--- config.mk ---
export PLATFORM = sky130hd
export DESIGN_NAME = rq_arbiter
export DESIGN_NICKNAME = d
export VERILOG_FILES = /design/src/rtl/rq_arb_pkg.sv /design/src/rtl/rr_pick.sv /design/src/rtl/rq_arbiter.sv
export SDC_FILE = /design/constraint.sdc
export NUM_CORES = 1
export LEC_CHECK = 0
export CORE_AREA = 2 2 233 235
export CTS_CLUSTER_DIAMETER = 30
export DETAILED_ROUTE_END_ITERATION = 16
export DIE_AREA = 0 0 235 237
export GPL_TIMING_DRIVEN = 0
export HOLD_SLACK_MARGIN = 0.12
export SETUP_SLACK_MARGIN = 0.2
export SLEW_MARGIN = 15
export SYNTH_ARGS = -nofsm -noshare
export SYNTH_HDL_FRONTEND = slang
export SYNTH_SLANG_ARGS = --single-unit
--- constraint.sdc ---
create_clock -name user_clk -period 1.7 [get_ports user_clk]
set_clock_uncertainty 0.05 [all_clocks]
set_input_delay 0.34 -clock user_clk [delete_from_list [all_inputs] [get_ports user_clk]]
set_output_delay 0.34 -clock user_clk [all_outputs]
set_load 0.02 [all_outputs]
--- src/rtl/rq_arb_pkg.sv ---
// Shared types and constants for the RQ arbiter: FSM encoding, index width,
// stall counter width and a modulo helper for round-robin rotation.
package rq_arb_pkg;

  typedef enum logic {
    ST_IDLE = 1'b0,
    ST_BUSY = 1'b1
  } arb_state_e;

  localparam int IDX_W    = 2;
  localparam int STALL_CW = 11;

  // Reduce v modulo n, valid for v < 2*n (one rotation step past the end).
  function automatic logic [IDX_W-1:0] wrap_idx(input int unsigned v, input int unsigned n);
    int unsigned w;
    w = (v >= n) ? v - n : v;
    return IDX_W'(w);
  endfunction

endpackage

--- src/rtl/rr_pick.sv ---
// Combinational round-robin picker: returns the first requester after
// last_idx (modulo NUM_REQ) whose request bit is set.
module rr_pick
  import rq_arb_pkg::*;
#(
  parameter int NUM_REQ = 2
) (
  input  logic [NUM_REQ-1:0] req,
  input  logic [IDX_W-1:0]   last_idx,
  output logic               hit,
  output logic [IDX_W-1:0]   idx
);

  logic [IDX_W-1:0]   cand_idx [NUM_REQ];
  logic [NUM_REQ-1:0] cand_req;

  // Candidate gi is the requester gi+1 places after last_idx.
  for (genvar gi = 0; gi < NUM_REQ; gi++) begin : g_cand
    logic sel;

    assign cand_idx[gi] = wrap_idx(32'(last_idx) + 32'(gi + 1), NUM_REQ);

    always_comb begin
      sel = 1'b0;
      for (int j = 0; j < NUM_REQ; j++) begin
        if (cand_idx[gi] == IDX_W'(j)) begin
          sel = req[j];
        end
      end
    end

    assign cand_req[gi] = sel;
  end

  always_comb begin
    hit = 1'b0;
    idx = '0;
    for (int k = NUM_REQ - 1; k >= 0; k--) begin
      if (cand_req[k]) begin
        hit = 1'b1;
        idx = cand_idx[k];
      end
    end
  end

endmodule

--- src/rtl/rq_arbiter.sv ---
// Packet-granular round-robin arbiter sharing the PCIe RQ AXI-Stream port
// among NUM_REQ requesters, with a sticky mid-packet stall watchdog.
module rq_arbiter
  import rq_arb_pkg::*;
#(
  parameter int NUM_REQ             = 2,
  parameter int C_DATA_WIDTH        = 128,
  parameter int KEEP_WIDTH          = C_DATA_WIDTH / 32,
  parameter int AXI4_RQ_TUSER_WIDTH = 62,
  parameter int STALL_LIMIT         = 1024
) (
  input  logic                                   user_clk,
  input  logic                                   reset,
  input  logic [NUM_REQ*C_DATA_WIDTH-1:0]        req_tdata,
  input  logic [NUM_REQ*KEEP_WIDTH-1:0]          req_tkeep,
  input  logic [NUM_REQ*AXI4_RQ_TUSER_WIDTH-1:0] req_tuser,
  input  logic [NUM_REQ-1:0]                     req_tlast,
  input  logic [NUM_REQ-1:0]                     req_tvalid,
  output logic [NUM_REQ-1:0]                     req_tready,
  output logic [C_DATA_WIDTH-1:0]                s_axis_rq_tdata,
  output logic [KEEP_WIDTH-1:0]                  s_axis_rq_tkeep,
  output logic [AXI4_RQ_TUSER_WIDTH-1:0]         s_axis_rq_tuser,
  output logic                                   s_axis_rq_tlast,
  output logic                                   s_axis_rq_tvalid,
  input  logic                                   s_axis_rq_tready,
  output logic [NUM_REQ-1:0]                     grant,
  output logic                                   stall_err,
  output logic [1:0]                             stall_id
);

  localparam logic [STALL_CW-1:0] LIMIT_C  = STALL_CW'(STALL_LIMIT);
  localparam logic [STALL_CW-1:0] CNT_MAX  = '1;
  localparam logic [IDX_W-1:0]    LAST_RST = IDX_W'(NUM_REQ - 1);

  arb_state_e          state_q;
  logic [IDX_W-1:0]    gnt_idx_q;
  logic [IDX_W-1:0]    last_idx_q;
  logic [IDX_W-1:0]    stall_id_q;
  logic [NUM_REQ-1:0]  grant_q;
  logic [NUM_REQ-1:0]  grant_d;
  logic [STALL_CW-1:0] stall_cnt_q;
  logic [STALL_CW-1:0] stall_cnt_d;
  logic                stall_err_q;
  logic                stall_set;

  logic                busy;
  logic                owner_valid;
  logic                owner_accept;
  logic                eop;
  logic [NUM_REQ-1:0]  pick_req;
  logic [IDX_W-1:0]    pick_last;
  logic                pick_hit;
  logic [IDX_W-1:0]    pick_idx;

  assign busy = (state_q == ST_BUSY);

  // grant_q is zero in IDLE, so masking it only removes the departing owner
  // at end of packet; searching from gnt_idx_q keeps rotation fair.
  assign pick_req  = req_tvalid & ~grant_q;
  assign pick_last = busy ? gnt_idx_q : last_idx_q;

  rr_pick #(
    .NUM_REQ(NUM_REQ)
  ) u_pick (
    .req     (pick_req),
    .last_idx(pick_last),
    .hit     (pick_hit),
    .idx     (pick_idx)
  );

  always_comb begin
    grant_d = '0;
    for (int j = 0; j < NUM_REQ; j++) begin
      if (pick_idx == IDX_W'(j)) begin
        grant_d[j] = 1'b1;
      end
    end
  end

  always_comb begin
    s_axis_rq_tdata = '0;
    s_axis_rq_tkeep = '0;
    s_axis_rq_tuser = '0;
    s_axis_rq_tlast = 1'b0;
    req_tready      = '0;
    owner_valid     = 1'b0;
    if (busy) begin
      for (int j = 0; j < NUM_REQ; j++) begin
        if (gnt_idx_q == IDX_W'(j)) begin
          s_axis_rq_tdata = req_tdata[j*C_DATA_WIDTH +: C_DATA_WIDTH];
          s_axis_rq_tkeep = req_tkeep[j*KEEP_WIDTH +: KEEP_WIDTH];
          s_axis_rq_tuser = req_tuser[j*AXI4_RQ_TUSER_WIDTH +: AXI4_RQ_TUSER_WIDTH];
          s_axis_rq_tlast = req_tlast[j];
          owner_valid     = req_tvalid[j];
          req_tready[j]   = s_axis_rq_tready;
        end
      end
    end
  end

  assign s_axis_rq_tvalid = owner_valid;
  assign owner_accept     = owner_valid & s_axis_rq_tready;
  assign eop              = owner_accept & s_axis_rq_tlast;

  // Backpressure (valid held, ready low) neither counts nor clears.
  always_comb begin
    stall_cnt_d = stall_cnt_q;
    if (!busy || owner_accept) begin
      stall_cnt_d = '0;
    end else if (!owner_valid && stall_cnt_q != CNT_MAX) begin
      stall_cnt_d = stall_cnt_q + 1'b1;
    end
  end

  assign stall_set = busy & ~stall_err_q & (stall_cnt_d >= LIMIT_C);

  always_ff @(posedge user_clk) begin
    if (reset) begin
      state_q     <= ST_IDLE;
      gnt_idx_q   <= '0;
      last_idx_q  <= LAST_RST;
      grant_q     <= '0;
      stall_cnt_q <= '0;
      stall_err_q <= 1'b0;
      stall_id_q  <= '0;
    end else begin
      stall_cnt_q <= stall_cnt_d;
      if (stall_set) begin
        stall_err_q <= 1'b1;
        stall_id_q  <= gnt_idx_q;
      end
      case (state_q)
        ST_IDLE: begin
          if (pick_hit) begin
            state_q   <= ST_BUSY;
            gnt_idx_q <= pick_idx;
            grant_q   <= grant_d;
          end
        end
        ST_BUSY: begin
          if (eop) begin
            last_idx_q <= gnt_idx_q;
            if (pick_hit) begin
              gnt_idx_q <= pick_idx;
              grant_q   <= grant_d;
            end else begin
              state_q <= ST_IDLE;
              grant_q <= '0;
            end
          end
        end
      endcase
    end
  end

  assign grant     = grant_q;
  assign stall_err = stall_err_q;
  assign stall_id  = stall_id_q;

endmodule

==> Yosys cells after proc, flatten, opt, wreduce, memory -nomap -nowiden <==
Index checks and enable logic that the tools add are counted.
{ "op_classes": {"n_addsub": 5, "order_cmp": 3, "n_eq_ne": 7, "muxes": 43, "bitwise": 8, "n_reduce_logical": 10} }
{ "ops": {"columns": ["operator", "count"], "rows": [
  ["128-bit two-way mux", 3],
  ["62-bit two-way mux", 3],
  ["11-bit two-way mux", 2],
  ["2-bit two-way mux", 11],
  ["1-bit two-way mux", 18],
  ["4-bit two-way mux", 3],
  ["11-bit by 1-bit adder with 11-bit output, second input constant", 1],
  ["11-bit greater-or-equal comparator, second input constant", 1],
  ["11-bit != test, second input constant", 1],
  ["2-bit by 1-bit == test with 1-bit output, second input constant", 4],
  ["2-bit zero test", 4],
  ["2-bit one-hot mux with 2 select lines", 2],
  ["3-bit by 2-bit greater-or-equal comparator with 1-bit output, second input constant", 2],
  ["1-bit AND", 4],
  ["2-bit AND reduction", 2],
  ["2-bit subtractor, second input constant", 2],
  ["2-bit by 1-bit adder with 3-bit output, second input constant", 1],
  ["2-bit by 2-bit adder with 3-bit output, second input constant", 1],
  ["2-bit AND", 1],
  ["1-bit zero test", 2],
  ["2-bit by 1-bit != test with 1-bit output, second input constant", 1],
  ["2-bit != test, second input constant", 1],
  ["1-bit NOT", 2],
  ["2-bit NOT", 1],
  ["other kinds (3)", 3]
]} }
{ "word_totals": {"regBits": 21, "input_bits": 395, "wordCells": 83} }

==> Depth between registers and ports, before layout <==
{ "logic_depth": {"ltp_word": 14, "ltp_mapped": 8, "depth_no_buf": 6} }

==> Hierarchy <==
Synthesis repeated with hierarchy kept, for this count alone.
{ "unflattened": {"cells_unflattened": 562, "area_unflattened_um2": 4012.6} }
{ "by_module_without_submodules": {"columns": ["module", "instances", "cells_each", "area_per_inst_um2", "seq_area_each_um2"], "rows": [
  ["rq_arbiter", 1, 555, 3976.3, 420.4],
  ["rr_pick", 1, 7, 36.3, 0.0]
]} }

==> Worst setup path before layout <==
No wires, ideal clock.
{ "synth_path": {"path_type": "register -> output", "startpoint": "register gnt_idx_q[0]", "endpoint": "output port s_axis_rq_tuser[43]", "arrival_time_ps": 1395, "path_slack_ps": -85, "path_stages_with_launch": 6, "n_path_buf": 3, "path_cell_list": "dfxtp_1 buf_2 buf_2 clkbuf_1 mux2i_1 nor2_1"} }
{ "synth_between": {"elab_chain_len": 4} }
{ "synth_lines": {"columns": ["element", "line_no", "rtl"], "rows": [
  ["start: declaration", "rq_arbiter.sv:36", "logic [IDX_W-1:0] gnt_idx_q;"],
  ["start signal: assignment", "rq_arbiter.sv:136", "gnt_idx_q <= pick_idx;"],
  ["start signal: assignment", "rq_arbiter.sv:144", "gnt_idx_q <= pick_idx;"],
  ["2-bit zero test", "rq_arbiter.sv:89", "if (gnt_idx_q == IDX_W'(j)) begin"],
  ["62-bit two-way mux", "rq_arbiter.sv:89", null],
  ["62-bit two-way mux (*)", "rq_arbiter.sv:89", null],
  ["62-bit two-way mux (*)", "rq_arbiter.sv:87", "if (busy) begin"],
  ["end: declaration", "rq_arbiter.sv:22", "output logic [AXI4_RQ_TUSER_WIDTH-1:0] s_axis_rq_tuser,"]
]} }
Every way passes the cells marked *; elsewhere a longest branch is shown, timed or not.

==> Worst setup path in the final report <==
{ "layout_path": {"startpoint": "register gnt_idx_q[0]", "endpoint": "output port s_axis_rq_tdata[111]"} }
{ "layout_between": {"elab_chain_len": 4} }
{ "layout_lines": {"columns": ["element", "line_no", "rtl"], "rows": [
  ["2-bit zero test", "rq_arbiter.sv:89", null],
  ["128-bit two-way mux", "rq_arbiter.sv:89", null],
  ["128-bit two-way mux (*)", "rq_arbiter.sv:89", null],
  ["128-bit two-way mux (*)", "rq_arbiter.sv:87", null],
  ["end: declaration", "rq_arbiter.sv:20", "output logic [C_DATA_WIDTH-1:0] s_axis_rq_tdata,"]
]} }
Marks and branches as above.

==> impl_metrics.tcl <==
set metrics [dict create \
    final_max_slew_viol_count 0 \
    core_area_um2 53300 \
    clockBufferDepth 2 \
    drive_above_1_share_pct 36.6 \
    layout.nets 1587 \
    leakage_nw 5.02 \
    startpoint "gnt_idx_q[0]" \
    slew_headroom_pct 70.2 \
    final_cell_mix "399 x clkdlybuf4s50_1, 106 x dlygate4sd2_1, 92 x nor2_4" \
    path_clk_slew_ns 0.05 \
    fin_crit_sh_pct 130 \
    drv_cap 0 \
    holdPathStages 2 \
    cts_root_buf "clkbuf_16" \
    area_growth_pct 243 \
    crit_path_end_kind "primary output" \
    fp-row-count 85 \
    fin_total_pwr_mw 6.05 \
    peakVddDrop_uv 207 \
    synth_cells 563 \
    grtUsageTotal_pct 11.1 \
    yosysSeqAreaShare_pct 10.5 \
    layout_commonest_cell "clkdlybuf4s50_1" \
    setup_violations 212 \
    status "complete, but fails checks" \
    pre_cts_slack_ns -0.925 \
    final_cells 1887 \
    fmax_mhz 452 \
    drt-total-wl_mm 33.5 \
    violations "setup timing" \
    synth_edf_count 0 \
    vias 6687 \
    overflow 0 \
    worstReg2RegStart "gnt_idx_q[0]" \
    port_buffers 597 \
    rsz0062_at_grt "true" \
    clkLatencyLatePin_ns 0.25 \
    async_flop_share_pct 0 \
    synth.net_count 959 \
    syn-cell-area_um2 3990 \
    syn_avg_cell_area_um2 7.09 \
    antenna_found_initial 3 \
    min_from "grant[0]" \
    critPathMaxFanout 10 \
    period_minus_slack_ns 2.21 \
    synth_warnings 0 \
    viasPerCell 3.54 \
    final_core_util_pct 25.7 \
    dp_hpwl_mm 28.1 \
    cp.required_ns 1.31 \
    numCtsBuffers 3 \
    grt_util_met2_pct 19.7 \
    die_w_um 235 \
    initial_core_util_pct 7.49 \
    gp_congestion 0.905 \
    timing.critical_path.arrival_ns 1.82 \
    setup_slack_ns -0.512 \
    finalHoldViolations 0 \
    die-area_um2 55700 \
    min_path_type "reg2reg" \
    multi_input_area_um2 5370 \
    ys_types 44 \
    cts_tree "built" \
    worstRegToRegCells 7 \
    dp.cells 1856 \
    ys_seq_elements 21 \
    num-fill-cells 5693 \
    postCtsHoldBufs 0 \
    cts_max_level 1 \
    regArea_um2 425 \
    die_h_um 237 \
    pin_count 598 \
    grt_max_degree 12 \
    synth-main-ff-cell "dfxtp_1" \
    dr.pass1.iters 5 \
    grt_pass1_wl_mm 46.6 \
    grt_pass1_vias 7015 \
    drc_errors 0 \
    fin_setup_tns_ns -73.37 \
    crit_type "reg2out" \
    wl_per_cell_um 17.7 \
    gr-usage-met3_pct 3.51 \
    grt_util_met1_pct 13.2 \
    clock_sinks 21 \
    critPathLaunchType "flop" \
    ant_nets 0 \
    top_usage_layer "met2" \
    worst_slew_pin_slew_ns 0.447 \
    power_density_nw_per_um2 442 \
    initialDrtViolationCount 153 \
]
==> what timing repair did <==
action	CTS	global route
setup buffers	11	6
gates cloned	5	4
pin swaps	7	1
resized for setup	533	130
setup endpoints to repair	223	224
==> per-stage QoR <==
stage / cell area, µm² / hold WS [ns]
2_1_floorplan: 5850 / 0.426
3_3_place_gp: 12700 / 0.437
3_5_place_dp: 12700 / 0.442
4_1_cts: 13400 / 0.461
5_1_grt: 13700 / 0.481
6_report: 13700 / 0.459
==> registers in the layout, indices dropped and copies added (netlist names) <==
| name | flops |
|---|---|
| stall_cnt_q | 11 |
| gnt_idx_q | 2 |
| grant | 2 |
| last_idx_q | 2 |
| stall_id | 2 |
| busy | 1 |
| stall_err | 1 |
==> cells in the mapped netlist (4+ instances only) <==
| cell type | count | share of area, % |
|---|---|---|
| xnor2_1 | 6 | 1.3 |
| clkbuf_1 | 22 | 2.1 |
| nand3_1 | 4 | 0.50 |
| nor2_1 | 215 | 20 |
| and3_1 | 4 | 0.63 |
| dfxtp_1 | 21 | 11 |
| nand2_1 | 10 | 0.94 |
| buf_2 | 23 | 2.9 |
| a21oi_1 | 4 | 0.50 |
| mux2i_1 | 199 | 50 |
==> power breakdown <==
part | switching [mW] | leakage (nW) | internal, mW
logic | 2.36 | 4.82 | 2.68
clock network | 0.178 | 0.0382 | 0.319
registers | 0.0102 | 0.171 | 0.504
==> worst paths after layout <==
| kind | endpoint | slack [ns] |
|---|---|---|
| max | s_axis_rq_tdata[111] | -0.51 |
| min | grant[0] | 0.46 |
| max reg2reg | stall_id[1] | -0.16 |
| min reg2reg | grant[0] | 0.46 |
==> logic make-up (layout without fill, tap and decap cells) <==
| kind of cell | after synthesis | count (layout) | share of synthesized area, % |
|---|---|---|---|
| and+or+nand+nor | 260 | 260 | 27.5 |
| muxes | 201 | 201 | 50.5 |
| buffers and inverters | 52 | 679 | 5.70 |
| DFF | 21 | 21 | 10.5 |
| AOI/OAI and AO/OA | 19 | 19 | 3.38 |
| xor gates and xnor gates | 9 | 9 | 1.97 |
| adders and majority gates | 1 | 1 | 0.313 |
| other | 0 | 1 | 0 |
==> critical path, stage by stage (launching register included) <==
cell and delay [ns]:
dfxtp_2 0.32, buf_6 0.12, buf_12 0.19, buf_12 0.20, mux2i_2 0.28, nor2_1 0.08, dlygate4sd2_1 0.34
==> per-layer routing <==
layer / part of all wire, % / wire [µm]
met5: 0.066 / 22
met4: 2.0 / 683
met3: 9.4 / 3140
met2: 49 / 16400
met1: 39 / 13200
==> area by class of cell <==
class                      instances  area share, %
timing repair buffer             623           43.9
multi-input combinational        490           39.2
buffer                            49           6.73
tap                              696           6.36
sequential                        21           3.11
clock buffer                       4          0.576
inverter                           3         0.0823
antenna                            1         0.0183
Power figures use the tool's default switching activity.
